`src/rtl/battle_core.sv`:
```
// battle_core: gameplay core of the bullet-hell battle screen.
// Owns player position/HP, monster HP, an 8-slot falling bullet field,
// collision resolution and the turn sequence (PLAYER_TURN/DODGE/WIN/DEAD).
// Ports:
//   clk, reset_n            clock, async active-low reset
//   tick_move, tick_sec     10 Hz motion/spawn enable, 1 Hz dodge-timer enable
//   key_valid, key[7:0]     ASCII key strobe from the UART decoder
//   player_pos[15:0]        {x,y} of the player box; player_size is 8
//   p_hp, p_atk, mon_hp     player HP, attack constant, monster HP
//   phase[1:0]              0 turn, 1 dodge, 2 win, 3 dead
//   bullet_index/pos/size/color/render  round-robin view of one slot per clk
module battle_core #(
  parameter int P_HP_MAX    = 100,
  parameter int MON_HP_INIT = 100,
  parameter int P_ATK       = 10,
  parameter int DODGE_SECS  = 5
) (
  input  logic        clk,
  input  logic        reset_n,
  input  logic        tick_move,
  input  logic        tick_sec,
  input  logic        key_valid,
  input  logic [7:0]  key,
  output logic [15:0] player_pos,
  output logic [7:0]  player_size,
  output logic [7:0]  p_hp,
  output logic [7:0]  p_atk,
  output logic [7:0]  mon_hp,
  output logic [1:0]  phase,
  output logic [2:0]  bullet_index,
  output logic [15:0] bullet_pos,
  output logic [15:0] bullet_size,
  output logic [2:0]  bullet_color,
  output logic        bullet_render
);
  localparam int         NUM_SLOTS = 8;
  localparam logic [7:0] HP_MAX    = 8'(P_HP_MAX);
  localparam logic [7:0] MON_INIT  = 8'(MON_HP_INIT);
  localparam logic [7:0] ATK       = 8'(P_ATK);
  localparam logic [7:0] SECS      = 8'(DODGE_SECS);
  localparam logic [15:0] SEED     = 16'hACE1;
  localparam logic [7:0] K_W = 8'h77, K_A = 8'h61, K_S = 8'h73, K_D = 8'h64;
  localparam logic [7:0] K_J = 8'h6A, K_R = 8'h72;
  localparam logic [1:0] C_WHITE = 2'd0, C_BLUE = 2'd1, C_GREEN = 2'd2;

  typedef enum logic [1:0] {PH_TURN, PH_DODGE, PH_WIN, PH_DEAD} phase_t;
  typedef enum logic [2:0] {D_NONE, D_UP, D_LEFT, D_DOWN, D_RIGHT} dir_t;

  phase_t ph;
  dir_t   pend, key_dir;
  logic [7:0] px, py, timer;
  logic       moved;
  logic [1:0] cnt;
  logic [15:0] lfsr;
  logic [NUM_SLOTS-1:0]       act;
  logic [NUM_SLOTS-1:0][7:0]  bx, by;
  logic [NUM_SLOTS-1:0][1:0]  col;

  // combinational next-state helpers
  logic [NUM_SLOTS-1:0]       hit, act_mv, act_nxt;
  logic [NUM_SLOTS-1:0][7:0]  bx_nxt, by_nxt;
  logic [NUM_SLOTS-1:0][1:0]  col_nxt;
  logic signed [9:0] delta, hp_sum;
  logic [7:0] hp_new, mon_sub, mv_px, mv_py;
  logic [15:0] lfsr_nxt;
  logic       spawn_hit, expire, mv_key, atk, restart;
  logic [2:0] spawn_slot, nxt_idx;

  assign player_pos  = {px, py};
  assign player_size = 8'd8;
  assign p_atk       = ATK;
  assign bullet_size = 16'h0808;
  assign phase       = ph;
  assign nxt_idx     = bullet_index + 3'd1;

  // boxes are 8x8; widen to 9 bits so +8 never wraps
  function automatic logic overlap(input logic [7:0] ax, ay, bx_i, by_i);
    overlap = ({1'b0, ax} < {1'b0, bx_i} + 9'd8) && ({1'b0, bx_i} < {1'b0, ax} + 9'd8) &&
              ({1'b0, ay} < {1'b0, by_i} + 9'd8) && ({1'b0, by_i} < {1'b0, ay} + 9'd8);
  endfunction

  always_comb begin
    mv_key  = 1'b0;
    key_dir = D_NONE;
    if (key_valid) begin
      mv_key = 1'b1;
      case (key)
        K_W:     key_dir = D_UP;
        K_A:     key_dir = D_LEFT;
        K_S:     key_dir = D_DOWN;
        K_D:     key_dir = D_RIGHT;
        default: mv_key  = 1'b0;
      endcase
    end
    atk     = key_valid && (key == K_J);
    restart = key_valid && (key == K_R) && (ph == PH_WIN || ph == PH_DEAD);
  end

  always_comb begin
    hit   = '0;
    delta = '0;
    for (int i = 0; i < NUM_SLOTS; i++) begin
      if (act[i] && overlap(px, py, bx[i], by[i])) begin
        hit[i] = 1'b1;
        case (col[i])
          C_WHITE: delta = delta - 10'sd5;
          C_BLUE:  if (moved) delta = delta - 10'sd5;
          default: delta = delta + 10'sd5;
        endcase
      end
    end
    hp_sum = $signed({2'b00, p_hp}) + delta;
    if (hp_sum < 10'sd0)                          hp_new = 8'd0;
    else if (hp_sum > $signed({2'b00, HP_MAX}))   hp_new = HP_MAX;
    else                                          hp_new = hp_sum[7:0];

    mon_sub = (mon_hp > ATK) ? mon_hp - ATK : 8'd0;
    expire  = tick_sec && (timer + 8'd1 == SECS);

    mv_px = px;
    mv_py = py;
    case (pend)
      D_UP:    mv_py = (py < 8'd104) ? 8'd100 : py - 8'd4;
      D_DOWN:  mv_py = (py > 8'd187) ? 8'd191 : py + 8'd4;
      D_LEFT:  mv_px = (px < 8'd44)  ? 8'd40  : px - 8'd4;
      D_RIGHT: mv_px = (px > 8'd203) ? 8'd207 : px + 8'd4;
      default: ;
    endcase

    // collisions retire slots first, then survivors fall, then spawn fills a hole
    act_mv = act & ~hit;
    bx_nxt = bx;
    by_nxt = by;
    col_nxt = col;
    if (tick_move) begin
      for (int i = 0; i < NUM_SLOTS; i++) begin
        if (act_mv[i]) begin
          by_nxt[i] = by[i] + 8'd4;
          if (({1'b0, by[i]} + 9'd4) > 9'd191) act_mv[i] = 1'b0;
        end
      end
    end
    spawn_hit  = 1'b0;
    spawn_slot = '0;
    for (int i = NUM_SLOTS - 1; i >= 0; i--) begin
      if (!act_mv[i]) begin
        spawn_hit  = 1'b1;
        spawn_slot = 3'(i);
      end
    end
    act_nxt = act_mv;
    // spawn uses the LFSR value present before this tick's advance
    if (tick_move && cnt == 2'd3 && spawn_hit) begin
      act_nxt[spawn_slot] = 1'b1;
      bx_nxt[spawn_slot]  = 8'd40 + {1'b0, lfsr[6:0]};
      by_nxt[spawn_slot]  = 8'd100;
      case (lfsr[9:8])
        2'b10:   col_nxt[spawn_slot] = C_BLUE;
        2'b11:   col_nxt[spawn_slot] = C_GREEN;
        default: col_nxt[spawn_slot] = C_WHITE;
      endcase
    end
    lfsr_nxt = {lfsr[14:0], lfsr[15] ^ lfsr[13] ^ lfsr[12] ^ lfsr[10]};
  end

  always_ff @(posedge clk or negedge reset_n) begin
    if (!reset_n) begin
      ph <= PH_TURN;  pend <= D_NONE;  px <= 8'd128;  py <= 8'd150;
      p_hp <= HP_MAX; mon_hp <= MON_INIT; timer <= '0; moved <= 1'b0;
      cnt <= '0;      lfsr <= SEED;    act <= '0;     bx <= '0; by <= '0; col <= '0;
      bullet_index <= '0; bullet_pos <= '0; bullet_color <= '0; bullet_render <= 1'b0;
    end else begin
      case (ph)
        PH_TURN: begin
          if (mv_key) pend <= key_dir;
          if (atk) begin
            mon_hp <= mon_sub;
            ph     <= (mon_sub == 8'd0) ? PH_WIN : PH_DODGE;
            timer  <= '0;
          end
        end
        PH_DODGE: begin
          // a zero HP seen here wins over everything else this cycle
          if (p_hp == 8'd0) ph <= PH_DEAD;
          else begin
            bx  <= bx_nxt;
            by  <= by_nxt;
            col <= col_nxt;
            if (expire) begin
              act <= '0;
              ph  <= PH_TURN;
            end else begin
              act  <= act_nxt;
              p_hp <= hp_new;
            end
            if (tick_move) begin
              px    <= mv_px;
              py    <= mv_py;
              moved <= (mv_px != px) || (mv_py != py);
              cnt   <= cnt + 2'd1;
              lfsr  <= lfsr_nxt;
            end
            // a key on the tick edge is held for the next tick
            if (mv_key)         pend <= key_dir;
            else if (tick_move) pend <= D_NONE;
            if (tick_sec) timer <= timer + 8'd1;
          end
        end
        default: begin
          if (restart) begin
            ph <= PH_TURN;  pend <= D_NONE;  px <= 8'd128;  py <= 8'd150;
            p_hp <= HP_MAX; mon_hp <= MON_INIT; timer <= '0; moved <= 1'b0;
            cnt <= '0;      lfsr <= SEED;    act <= '0;     bx <= '0; by <= '0; col <= '0;
          end
        end
      endcase

      bullet_index <= nxt_idx;
      if (restart) begin
        bullet_pos    <= '0;
        bullet_color  <= '0;
        bullet_render <= 1'b0;
      end else begin
        bullet_pos    <= {bx[nxt_idx], by[nxt_idx]};
        bullet_color  <= {1'b0, col[nxt_idx]};
        bullet_render <= act[nxt_idx];
      end
    end
  end
endmodule

```
`config.mk`:
```
export PLATFORM = sky130hd
export DESIGN_NAME = battle_core
export DESIGN_NICKNAME = d
export VERILOG_FILES = /design/src/rtl/battle_core.sv
export SDC_FILE = /design/constraint.sdc
export NUM_CORES = 1
export LEC_CHECK = 0
export BUFFER_PORTS_ARGS = -buffer_cell sky130_fd_sc_hd__clkbuf_2
export CAP_MARGIN = 20
export CORE_ASPECT_RATIO = 1.5
export CORE_MARGIN = 2
export CORE_UTILIZATION = 35
export DETAILED_ROUTE_END_ITERATION = 12
export PLACE_DENSITY_LB_ADDON = 0.2
export RECOVER_POWER = 25
export SYNTH_ARGS = -nofsm -noshare
export SYNTH_HDL_FRONTEND = slang
export SYNTH_SLANG_ARGS = --single-unit
export TNS_END_PERCENT = 1
```
`constraint.sdc`:
```
create_clock -name clk -period 10.07 [get_ports clk]
set_clock_uncertainty 0.2 [all_clocks]
set_input_delay 1.007 -clock clk [delete_from_list [all_inputs] [get_ports clk]]
set_output_delay 1.007 -clock clk [all_outputs]
set_load 0.005 [all_outputs]
```
==> run summary <==
#FFs+latches synth -> 238
Max Clock Freq -> 0.101 GHz
PwrDens -> 91.4 nW/um^2
Syn_area_per_cell -> 8.49 sq um
Antenna violations before repair -> 1
Hold WC Path Type -> reg -> reg
P&R area growth vs syn -> 14.7%
Worst-skew pair later-pin latency -> 0.60 ns
Maxcap violations -> 3
Number of buffers added on ports -> 68
Cell count after synthesis -> 2691
Worst Path Required -> 10.37 ns
Detailed Routing Iterations Pass 1 -> 5
Final Slew Violations -> 282
Leakage -> 0.0114 uW
Die Width -> 213 microns
Post-synthesis sequential area ratio -> 0.262
Final #Nets -> 3091
Vias in the first global route -> 21865
Vias per cell -> 5.80
Cell Rows -> 114
Crit path launch type -> flop
YS warnings -> 0
Tightest Pin Transition -> 6.26 ns
Worst-path fanout max -> 5
WL per Instance -> 22.6 microns
Overall routed net length -> 83500 microns
Number of non-filler instances in the completed layout -> 3694
CTS tree -> yes
Synth unique cells -> 112
CTS Buffer Depth -> 3
Setup Crit Path Kind -> reg -> reg
Top_reg_cell synth -> dfrtp_1
Violated checks -> capacitance limit, slew limit
I/O pin count -> 102
Clock transition at the registers of the reported paths -> 0.07 ns
R2R depth -> 57
HPWL after DPL -> 63100 microns
Number of flops mapped to enable cells by yosys -> 0
Pwr Total -> 2400 uW
Core footprint -> 64500 sq um
Clk root buf -> clkbuf_16
Wire length of the first global-routing pass -> 128000 microns
Vias -> 21416
Crit path time final -> 9.91 ns
Die ar. -> 67400 sq um
Die H -> 317 microns
CP arrival -> 10.21 ns
Routability cong. -> 0.958
Unrepaired setup endpoints after global routing -> yes
Slew Limit Headroom -> -3.18
Ant. Diodes -> 0
GRT Residual Overflow -> 0
Slowest-stage cell, CP -> dfstp_2
Largest net degree at the start of global routing -> 135
Setup violations, final -> 0
CTS Hold Bufs -> 0
Critical path's most frequent cell -> ha_4
Crit end category -> flop
Largest stage delay, worst path -> 0.59 ns
Tcrit/Tclk final -> 0.984
CTS buffer count -> 29
Final hold viol count -> 0
Layout cells sized above 1 -> 0.158
Starting Density -> 0.354
Cell count after placement -> 3620
CTS sink cnt -> 238
Hold Path Cell Cnt -> 2
Tot GR Track Use -> 0.247
Status -> finished, violations left
Cell area after synthesis -> 22800 sq um
Worst vdd ir -> 0.122 mV
H-tree depth -> 1
1st-iter DRT viols -> 1583
DRC -> 0
Asr flop ratio synth -> 1.00
Final antenna-violating net count -> 0
cells by family (layout without fill, tap and decap cells):
group           after synthesis  after routing  synth area share
other cells                   2             33          0.000329
simple gates                940            940             0.205
buf+inv                     272            374            0.0530
mux                          65             65            0.0510
compound gates              758            758             0.217
fa+ha+maj                   281            281             0.154
xor+xnor                    135            135            0.0580
flops                       238            238             0.262
cells in the mapped netlist, types with 10 or more instances:
cell type	number	area, sq um
nand4_1	27	169
nor2_1	161	604
clkbuf_1	84	315
nand2b_1	65	407
inv_1	125	469
o21ai_0	230	1150
a211oi_1	28	210
nor3b_1	13	97.6
o211ai_1	16	120
o21a_1	21	158
dfrtp_1	219	5480
a22o_1	33	289
nor2b_1	43	269
or2_2	11	68.8
nand3_1	119	596
dfstp_2	19	499
a21o_1	68	510
ha_1	276	3450
o31ai_1	23	173
and2_1	31	194
a32o_1	26	260
nand2_1	300	1130
mux4_2	38	856
xnor2_1	69	604
and3_1	44	275
a21oi_1	162	811
nor3_1	49	245
a31oi_1	23	144
o22ai_1	18	113
mux2i_1	16	160
xor2_1	55	482
and4_1	10	87.6
buf_4	36	270
metal layers:
| layer | routed length (microns) | global-route usage | part of all wire | vias up |
|---|---|---|---|---|
| met3 | 3850 | 0.0300 | 0.046 | 227 |
| met2 | 42700 | 0.454 | 0.51 | 686 |
| met1 | 31600 | 0.274 | 0.38 | 10533 |
| li1 | - | - | - | 9970 |
| met5 | 0 | 0 | 0 | - |
| met4 | 5370 | 0.140 | 0.064 | 0 |
worst max-delay path, delay by kind of cell (launching register included):
kind | cells | cell delay, ns
AND/OR/NAND/NOR | 21 | 3.13
AO/OA/AOI/OAI | 19 | 2.98
buffers and inverters | 6 | 0.36
XOR/XNOR | 1 | 0.21
adder cells (fa/ha/maj) | 10 | 2.39
flip-flops | 1 | 0.59
cells in the final DEF (no fill, tap or decap), drive strengths merged, types with 10 or more instances in the layout:
| cell type | netlist | routed |
|---|---|---|
| nand2b | 65 | 65 |
| and2 | 33 | 33 |
| o211ai | 17 | 17 |
| o21a | 21 | 21 |
| nand3 | 122 | 122 |
| nor3b | 13 | 13 |
| or2 | 13 | 13 |
| and3 | 45 | 45 |
| o21ai | 236 | 236 |
| a31oi | 23 | 23 |
| conb | 2 | 33 |
| a22o | 33 | 33 |
| buf | 59 | 119 |
| nand4 | 27 | 27 |
| nor3 | 49 | 49 |
| a21o | 68 | 68 |
| a21oi | 163 | 163 |
| nor2 | 163 | 163 |
| and4 | 10 | 10 |
| dfstp | 19 | 19 |
| inv | 128 | 129 |
| xor2 | 57 | 57 |
| o31ai | 24 | 24 |
| a32o | 27 | 27 |
| a211oi | 29 | 29 |
| clkbuf | 84 | 107 |
| ha | 276 | 276 |
| dfrtp | 219 | 219 |
| mux2i | 19 | 19 |
| o22ai | 18 | 18 |
| mux4 | 38 | 38 |
| nor2b | 43 | 43 |
| xnor2 | 73 | 73 |
| nand2 | 301 | 301 |
repair_timing:
item                       CTS  global route
resized for setup           24            49
pin swaps                   39            55
buffers inserted             9            12
setup endpoints to repair    7             7
final timing paths:
path / from / endpoint / slack [ns]
min in group asynchronous: reset_n / timer[2] / 2.46
max reg2reg: py[4] / p_hp[4] / 0.16
max: py[4] / p_hp[4] / 0.16
max in group asynchronous: reset_n / col[7] / 1.31
min reg2reg: lfsr[7] / lfsr[8] / 0.28
min: lfsr[7] / lfsr[8] / 0.28
final cells by class:
cell class	instances	area [sq um]
fillers	6529	38300
inverters	129	494
repair buffers	191	1250
flip-flops and latches	238	5980
well taps	870	1090
clock inverters	19	352
clock buffers	35	778
multi-input cells	2212	16300
where the power goes:
group | total (uW) | internal [uW] | switching (uW)
combinational | 150 | 50.9 | 99.1
sequential | 975 | 964 | 11.6
clock | 1270 | 785 | 485
flip-flops by register name, summed over array words and instances (netlist names), 16 cells and up:
name,cells
bullet_pos,16
bx,64
by,64
col,16
lfsr,16
through the flow:
stage | setup TNS [ns] | instance area [sq um] | setup slack [ns] | hold slack [ns] | util
floorplan | 0 | 23100 | 0.00255 | 0.239 | -
global placement | -0.738 | 24600 | -0.144 | 0.256 | 0.382
detailed placement | -1.79 | 24600 | -0.326 | 0.267 | 0.382
CTS | -0.0371 | 26000 | -0.0175 | 0.268 | 0.403
global route | -4.29 | 26200 | -0.442 | 0.298 | 0.406
finish | 0 | 26200 | 0.162 | 0.277 | 0.406
Power figures use the tool's default switching activity.
